<file path="src/rtl/wb_burst_reader_pkg.sv">
// Shared Wishbone cycle-type codes and the burst reader's state encoding.
package wb_burst_reader_pkg;

  localparam logic [2:0] CTI_CLASSIC = 3'b000;
  localparam logic [2:0] CTI_INC     = 3'b010;
  localparam logic [2:0] CTI_EOB     = 3'b111;
  localparam logic [1:0] BTE_LINEAR  = 2'b00;

  typedef enum logic [1:0] {
    IDLE,
    WAIT_SPACE,
    BURST,
    FINISH
  } state_t;

endpackage

</file>
<file path="src/rtl/wb_burst_reader_fifo.sv">
// Synchronous FIFO with registered occupancy count; head word is shown combinationally.
module sync_fifo #(
  parameter int width = 32,
  parameter int depth = 16
) (
  input  logic                         clk,
  input  logic                         rst,
  input  logic                         push,
  input  logic [width-1:0]             push_data,
  input  logic                         pop,
  output logic [width-1:0]             pop_data,
  output logic [$clog2(depth+1)-1:0]   count,
  output logic                         full,
  output logic                         empty
);

  localparam int AW = (depth > 1) ? $clog2(depth) : 1;
  localparam int CW = $clog2(depth + 1);

  logic [width-1:0] mem [depth];
  logic [AW-1:0]    wr_ptr, rd_ptr;
  logic             do_push, do_pop;

  function automatic logic [AW-1:0] next_ptr(input logic [AW-1:0] p);
    return (p == AW'(depth - 1)) ? '0 : p + AW'(1);
  endfunction

  assign full     = (count == CW'(depth));
  assign empty    = (count == '0);
  assign do_push  = push & ~full;
  assign do_pop   = pop & ~empty;
  assign pop_data = mem[rd_ptr];

  always_ff @(posedge clk) begin
    if (do_push) mem[wr_ptr] <= push_data;
  end

  always_ff @(posedge clk) begin
    if (rst) begin
      wr_ptr <= '0;
      rd_ptr <= '0;
      count  <= '0;
    end else begin
      if (do_push) wr_ptr <= next_ptr(wr_ptr);
      if (do_pop)  rd_ptr <= next_ptr(rd_ptr);
      // Simultaneous push and pop leaves the count unchanged.
      unique case ({do_push, do_pop})
        2'b10:   count <= count + CW'(1);
        2'b01:   count <= count - CW'(1);
        default: count <= count;
      endcase
    end
  end

endmodule

</file>
<file path="src/rtl/wb_burst_reader.sv">
// Wishbone B3 read master: streams a contiguous word region out of a slave in
// linear incrementing bursts and presents the words as a valid/ready stream.
module wb_burst_reader
  import wb_burst_reader_pkg::*;
#(
  parameter int burst_len  = 8,
  parameter int fifo_depth = 16,
  parameter int lw         = 16
) (
  input  logic          wb_clk,
  input  logic          wb_rst,
  input  logic          start,
  input  logic [31:0]   base_adr,
  input  logic [lw-1:0] len_words,
  output logic          busy,
  output logic          done,
  output logic          error,
  output logic [31:0]   wbm_adr_o,
  output logic [2:0]    wbm_cti_o,
  output logic [1:0]    wbm_bte_o,
  output logic          wbm_we_o,
  output logic [3:0]    wbm_sel_o,
  output logic          wbm_cyc_o,
  output logic          wbm_stb_o,
  input  logic [31:0]   wbm_dat_i,
  input  logic          wbm_ack_i,
  input  logic          wbm_err_i,
  input  logic          wbm_rty_i,
  output logic [31:0]   dout_data,
  output logic          dout_valid,
  input  logic          dout_ready
);

  localparam int BW = $clog2(burst_len + 1);
  localparam int CW = $clog2(fifo_depth + 1);

  state_t          state;
  logic [lw-1:0]   remaining;
  logic [BW-1:0]   beat_cnt, beats;
  logic [CW-1:0]   fifo_count;
  logic            fifo_full, fifo_empty;
  logic            push, pop, space_ok;

  assign wbm_bte_o  = BTE_LINEAR;
  assign wbm_we_o   = 1'b0;
  assign wbm_sel_o  = 4'hF;
  assign dout_valid = ~fifo_empty;
  assign pop        = dout_valid & dout_ready;
  assign push       = (state == BURST) & wbm_ack_i & ~wbm_err_i & ~wbm_rty_i & ~fifo_full;

  always_comb begin
    beats = BW'(burst_len);
    if (remaining < lw'(burst_len)) beats = BW'(remaining);
  end

  // Registered count only: a pop in this same cycle is not credited as space.
  assign space_ok = (CW'(fifo_depth) - fifo_count) >= CW'(beats);

  always_ff @(posedge wb_clk) begin
    if (wb_rst) begin
      state     <= IDLE;
      busy      <= 1'b0;
      done      <= 1'b0;
      error     <= 1'b0;
      wbm_cyc_o <= 1'b0;
      wbm_stb_o <= 1'b0;
      wbm_adr_o <= '0;
      wbm_cti_o <= CTI_CLASSIC;
      remaining <= '0;
      beat_cnt  <= '0;
    end else begin
      done <= 1'b0;
      unique case (state)
        IDLE: begin
          if (start) begin
            if (len_words != '0) begin
              wbm_adr_o <= base_adr & ~32'h3;
              remaining <= len_words;
              error     <= 1'b0;
              busy      <= 1'b1;
              state     <= WAIT_SPACE;
            end else begin
              done <= 1'b1;
            end
          end
        end
        WAIT_SPACE: begin
          if (space_ok) begin
            wbm_cyc_o <= 1'b1;
            wbm_stb_o <= 1'b1;
            wbm_cti_o <= (beats == BW'(1)) ? CTI_CLASSIC : CTI_INC;
            beat_cnt  <= beats;
            state     <= BURST;
          end
        end
        BURST: begin
          if (wbm_err_i || wbm_rty_i) begin
            error     <= 1'b1;
            wbm_cyc_o <= 1'b0;
            wbm_stb_o <= 1'b0;
            wbm_cti_o <= CTI_CLASSIC;
            done      <= 1'b1;
            busy      <= 1'b0;
            state     <= FINISH;
          end else if (wbm_ack_i) begin
            wbm_adr_o <= wbm_adr_o + 32'd4;
            remaining <= remaining - lw'(1);
            beat_cnt  <= beat_cnt - BW'(1);
            if (beat_cnt == BW'(1)) begin
              wbm_cyc_o <= 1'b0;
              wbm_stb_o <= 1'b0;
              wbm_cti_o <= CTI_CLASSIC;
              if (remaining == lw'(1)) begin
                done  <= 1'b1;
                busy  <= 1'b0;
                state <= FINISH;
              end else begin
                state <= WAIT_SPACE;
              end
            end else if (beat_cnt == BW'(2)) begin
              wbm_cti_o <= CTI_EOB;
            end
          end
        end
        FINISH:  state <= IDLE;
        default: state <= IDLE;
      endcase
    end
  end

  sync_fifo #(
    .width(32),
    .depth(fifo_depth)
  ) u_fifo (
    .clk       (wb_clk),
    .rst       (wb_rst),
    .push      (push),
    .push_data (wbm_dat_i),
    .pop       (pop),
    .pop_data  (dout_data),
    .count     (fifo_count),
    .full      (fifo_full),
    .empty     (fifo_empty)
  );

endmodule

</file>
<file path="config.mk">
export PLATFORM = sky130hd
export DESIGN_NAME = wb_burst_reader
export DESIGN_NICKNAME = d
export VERILOG_FILES = /design/src/rtl/wb_burst_reader_pkg.sv /design/src/rtl/wb_burst_reader_fifo.sv /design/src/rtl/wb_burst_reader.sv
export SDC_FILE = /design/constraint.sdc
export NUM_CORES = 1
export LEC_CHECK = 0
export ABC_AREA = 1
export CORE_MARGIN = 2
export CORE_UTILIZATION = 60
export CTS_BUF_LIST = sky130_fd_sc_hd__clkbuf_8
export CTS_CLUSTER_SIZE = 28
export DETAILED_ROUTE_END_ITERATION = 6
export DONT_BUFFER_PORTS = 1
export PLACE_DENSITY = 0.84
export SETUP_SLACK_MARGIN = 0.5
export SYNTH_ARGS = -nofsm -noshare
export SYNTH_HDL_FRONTEND = slang
export SYNTH_SLANG_ARGS = --single-unit
export TNS_END_PERCENT = 20
</file>
<file path="constraint.sdc">
create_clock -name wb_clk -period 3.9 [get_ports wb_clk]
set_input_delay 0.78 -clock wb_clk [delete_from_list [all_inputs] [get_ports wb_clk]]
set_output_delay 0.78 -clock wb_clk [all_outputs]
set_load 0.02 [all_outputs]
</file>
Word-level counts from Yosys, hierarchy flattened:

Memory sizes are Yosys's and may differ from the RTL's. A register that Yosys moved wholly into a read port is not among the register bits.
Index checks and enable logic that the tools add are counted.

* output and inout bits: 80
* memories kept: 1
* word-level logic and storage cells: 130
* bits in writable memories: 512
* ROM bits: 0
* register bits: 74
* input port bits: 87
* bits in latches: 0

* divide/modulo/power cells: 0
* bitwise gates (word level): 11
* multipliers: 0
* equality and inequality tests: 22
* multiplexer cells: 60
* $lt $le $gt $ge: 2
* add/sub/neg operators: 8
* reductions and logical operators: 14
* shifts and indexed selects: 0

Memory list
* u_fifo.mem: words 16, bits a word 32, rd ports 1, clocked after Yosys merged registers in 1, write ports 1, line wb_burst_reader_fifo.sv:20 `logic [width-1:0] mem [depth];`

Operator list (count)
* two-way mux 32 bit: 4
* two-way mux 16 bit: 4
* one-hot mux 32 bit (2 select lines): 1
* adder 32 x 3 -> 32 bit, second input constant: 1
* two-way mux 4 bit: 8
* one-hot mux 16 bit (2 select lines): 1
* two-way mux 1 bit: 21
* == test 16 x 1 -> 1 bit, second input constant: 1
* < comparator 16 x 4 -> 1 bit, second input constant: 1
* two-way mux 2 bit: 8
* AND reduction 4 bit: 4
* nonzero test 16 bit: 1
* subtractor 16 x 1 -> 16 bit, second input constant: 1
* two-way mux 3 bit: 5
* != test 2 bit, second input constant: 5
* one-hot mux 5 bit (2 select lines): 1
* AND reduction 5 bit: 2
* adder 4 x 1 -> 4 bit, second input constant: 2
* == test 4 x 1 -> 1 bit, second input constant: 2
* == test 4 bit, second input constant: 2
* one-hot mux 1 bit (2 select lines): 4
* one-hot mux 2 bit (4 select lines): 1
* one-hot mux 4 bit (2 select lines): 1
* bitwise AND 1 bit: 7
* other kinds (20): 29

Depth between registers and ports, before layout:

* depth after elaboration: 8
* mapped depth: 18
* depth with buffers taken out: 18

By module:

A second synthesis with hierarchy kept.

* cell total of the unflattened synthesis: 2540
* area total of the unflattened synthesis: 26464.1 sq um

By module, submodules not included
* sync_fifo: cells an instance 1757, seq. area each 15715.1 sq um, area an instance 21871.0 sq um, times used 1
* wb_burst_reader: cells an instance 783, seq. area each 1161.1 sq um, area an instance 4593.2 sq um, times used 1

Worst setup path before layout:

No wires, ideal clock.

* path kind: input to register
* from: input port wbm_rty_i
* to: memory u_fifo.mem[7][0] (enable)
* required time: 3.439 ns
* setup slack: -0.328 ns
* library setup time: 0.461 ns
* cell stages on the path: 7
* buffers on the path: 0
* arrival time: 3.767 ns
* path through: nor2_1 inv_1 nor2_2 nand2_1 inv_2 nand2_1 nor3_1

* longest elaborated chain between the ends: 6

RTL lines
* start, declared: line wb_burst_reader.sv:28 `input logic wbm_rty_i,`
* inverter 1 bit: line wb_burst_reader.sv:49 `assign push = (state == BURST) & wbm_ack_i & ~wbm_err_i & ~wbm_rty_i & ~fifo_full;`
* bitwise AND 1 bit (2 in series): line wb_burst_reader.sv:49
* bitwise AND 1 bit: line wb_burst_reader_fifo.sv:30 `assign do_push = push & ~full;`
* two-way mux 1 bit: line wb_burst_reader_fifo.sv:35 `if (do_push) mem[wr_ptr] <= push_data;`
* two-way mux 1 bit (implied by the code): line wb_burst_reader_fifo.sv:35
* end, declared: line wb_burst_reader_fifo.sv:20

No other way between the ends.

==> impl_results.md <==
- Status: completed
- Routability cong.: between 0.9 and 1
- Setup crit end kind: primary output
- PortBufs: 0
- Number of global-route vias before repair: 17300
- Via count: around 17000
- LEAKAGE: 9.77 nW
- Setup TNS: 0 ps
- Initial Util: about 61%
- Seq/Total Area, Yosys: approximately two thirds
- Clock buffer depth: 3
- RR Startpoint: u_fifo.count[1]$_SDFFE_PP0P_
- Final Hold Vio Count: 0
- Pwr per Cell Area: roughly 660 mW/mm^2
- Tmin final: about 3200 ps
- Synth Flop Type: edfxtp_1
- GRT Total Usage: a little over a quarter
- Vias per cell: ~6.0
- Worst hold start: wb_rst
- Detailed Route WL: approximately 60000 um
- I/O pins: around 170
- PnR worst setup slack: between 700 and 800 ps
- Gate power share: between 30 and 40%
- Average cell area after synthesis: between 10 and 15 sq um
- Reg2reg end: u_fifo.count[4]$_SDFFE_PP0P_
- Worst Path Required: around 3100 ps
- Power, Total: ~18 mW
- Yosys warnings: 0
- Clock slew at reported path FFs: ~60 ps
- Site Rows: between 70 and 80
- WL per Instance: just over 20 um
- Root Buffer: clkbuf_8
- Fraction of layout cells with a size suffix above 1: between 8 and 9%
- Critical path class: register to primary output
- Hold path depth: 1
- Yosys reg bits: ~590
- Max FO, Critical Path: 77
- Arr. time, crit path: around 2400 ps
- Net Sw Frac: a little over a third
- Die area: 0.0445 sq mm
- Min-Delay Endpoint: remaining[3]$_SDFFE_PP0P_
- Reg2reg path depth: 18
- Cells after Synth: 2235
- Gr ovfl total: 0
- Chip Height: 211 um
- Residual DRC: 0
- Cell variety after synth: 40
- Sink Count: around 600
- Switching pwr: a little under 7 mW
- Core ar.: 0.0421 sq mm
- Clock power frac: 27.1%
- Nets: between 2000 and 2500
- CTS resizes: 0
- Detailed Place HPWL: between 30000 and 40000 um
- Largest net degree at the start of global routing: 129
- Cell Area, Synth: between 0.02 and 0.03 sq mm
- Critical Path Source Type: register
- RSZ-0062 raised after global routing: no
- R2R Setup Slk: 870 ps
- Die width: approximately 210 um
- Fmax achieved: 0.313 GHz
- Worst-Margin Slew: roughly 750 ps
- Final setup viols: 0
- Max Slew Vio Count: 0
- First-pass GRT wire length: 91200 um
- Maximum VDD drop: ~0.00052 V
- Hold crit path type: input pin to register
- Pre-CTS WS: between 800 and 900 ps
- MaxCap Viol Count: 0
- Drt first pass iters: 6
- Post-synth EDFFs: approximately 500
- Sequential share of power: 42.1%
- Final period util: between 80% and 90%
- Starting DRC count in detailed routing: roughly 1800
- Number of antenna violations at the first check in global routing: 2
- Clock Skews: between 30 and 40 ps
- Finished Core Util: 66.8%
- Synthesis-to-finish area growth: 9.54%
- CTS tree: done
- CTS buffer count: 92
- Internal power component: 11.7 mW
- Number of nets still failing antenna checks after routing: 0
- H-tree Lvls: 3
- Relative slew slack: approximately 50%
- Ys async rst share: 0%
- Worst skew pair latency: 660 ps
-- metrics by stage --
step	hold WS [ps]	std cells	instance area, sq um
finish	195	2860	28100
global route	152	2860	28100
CTS	131	2857	28100
floorplan	469	2242	25700
global placement	480	2693	26400
detailed placement	488	2693	26400
-- logic make-up (layout without fill, tap and decap cells) --
| group | count (synthesis) | in the layout | share of synthesized area (%) |
|---|---|---|---|
| adders and majority gates | 27 | 27 | 1.34 |
| DFF | 587 | 587 | 65.7 |
| AOI/OAI and AO/OA | 543 | 543 | 12.1 |
| muxes | 128 | 128 | 4.99 |
| and+or+nand+nor | 604 | 604 | 9.83 |
| xor gates and xnor gates | 9 | 9 | 0.307 |
| buffers and inverters | 335 | 412 | 5.75 |
| other | 2 | 11 | 0.0292 |
-- what timing repair did --
action / in CTS / in global routing
endpoints found under the setup margin: 0 / 7
hold buffers: 0 / 0
setup buffers: 0 / 1
-- power groups by stage --
stage / Clock (mW) / Combinational [mW] / Sequential, mW
2_1_floorplan: 0 / 4.68 / 7.68
3_3_place_gp: 0 / 5.35 / 7.88
3_5_place_dp: 0 / 5.60 / 7.90
4_1_cts: 5.08 / 5.63 / 7.77
5_1_grt: 5.34 / 6.32 / 7.81
6_report: 5.01 / 5.68 / 7.76
-- registers in the layout, summed over array words and instances (netlist names), 2 cells and up, named ones only --
register,cells
u_fifo.count,5
u_fifo.mem,512
u_fifo.wr_ptr,4
wbm_adr_o,30
beat_cnt,4
wbm_cti_o,2
remaining,16
u_fifo.rd_ptr,4
state,2
-- critical path, cell delays in order (launching register included) --
cell	delay [ps]
dfxtp_4	580
buf_12	370
a21oi_1	120
o21ai_0	110
o21ai_0	130
o211ai_1	210
nand2_1	220
-- layer usage --
layer	global-route usage [%]	wire length, um
met1	33.2	22900
met2	43.9	29000
met3	7.18	5560
met4	11.2	1710
met5	0	0
-- cells in the mapped netlist (11+ instances only) --
| master | count | share of area, % |
|---|---|---|
| edfxtp_1 | 512 | 60 |
| nand2_1 | 303 | 4.4 |
| o21ai_0 | 215 | 4.2 |
| inv_1 | 201 | 2.9 |
| a21oi_1 | 176 | 3.4 |
| nor2_1 | 171 | 2.5 |
| o211ai_1 | 129 | 3.8 |
| mux2i_1 | 128 | 5.0 |
| nand3_1 | 80 | 1.6 |
| dfxtp_1 | 75 | 5.8 |
| clkbuf_1 | 68 | 0.99 |
| ha_1 | 26 | 1.3 |
| buf_2 | 22 | 0.43 |
| buf_4 | 17 | 0.50 |
| buf_6 | 17 | 0.75 |
| nand3b_1 | 12 | 0.35 |
| nand4_1 | 11 | 0.27 |
-- cell usage in the layout (no fill, tap or decap), types with 2 or more instances in the layout --
| cell | netlist | layout |
|---|---|---|
| buf_12 | 0 | 18 |
| o211ai_1 | 129 | 129 |
| nand3b_1 | 12 | 12 |
| xor2_1 | 6 | 6 |
| nand2_1 | 303 | 303 |
| ha_1 | 26 | 25 |
| bufinv_16 | 0 | 5 |
| o21ai_1 | 4 | 4 |
| o21ai_0 | 215 | 215 |
| nand4_1 | 11 | 11 |
| buf_4 | 17 | 24 |
| or2_2 | 4 | 4 |
| nor2_1 | 171 | 156 |
| nor3_1 | 9 | 8 |
| clkinv_1 | 0 | 18 |
| nand3_2 | 3 | 3 |
| edfxtp_1 | 512 | 512 |
| dfxtp_4 | 0 | 3 |
| nand3_1 | 80 | 80 |
| a31oi_1 | 3 | 3 |
| nor3b_1 | 2 | 2 |
| dfxtp_1 | 75 | 71 |
| nor2_4 | 0 | 15 |
| a21oi_1 | 176 | 176 |
| a21oi_2 | 10 | 10 |
| inv_1 | 201 | 234 |
| xnor2_1 | 3 | 3 |
| nor2_2 | 6 | 6 |
| conb_1 | 2 | 9 |
| mux2i_1 | 128 | 128 |
| clkinv_2 | 0 | 4 |
| inv_2 | 4 | 4 |
| inv_6 | 0 | 4 |
| diode_2 | 0 | 2 |
| clkbuf_8 | 0 | 97 |
-- worst max-delay path by stage --
stage / start / endpoint / cells after the start / slack [ps]
floorplan: wbm_rty_i / u_fifo.mem[11][0]$_DFFE_PP_ / 7 / 540
global placement: wbm_rty_i / u_fifo.mem[12][24]$_DFFE_PP_ / 8 / 880
detailed placement: wbm_rty_i / u_fifo.mem[8][24]$_DFFE_PP_ / 8 / 800
CTS: register / dout_data[11] / 5 / 540
global route: register / dout_data[11] / 5 / 530
finish: register / dout_data[8] / 6 / 700
-- cell type report --
| cell class | count | area [sq um] |
|---|---|---|
| flip-flops and latches | 587 | 16900 |
| fillers | 2943 | 14000 |
| multi-input cells | 1320 | 7490 |
| clock buffers | 97 | 1340 |
| inverters | 205 | 772 |
| well taps | 539 | 674 |
| repair buffers | 43 | 552 |
| clock inverters | 67 | 424 |
| diodes | 2 | 5.00 |
Note: power is estimated with default switching activity, not from simulation.
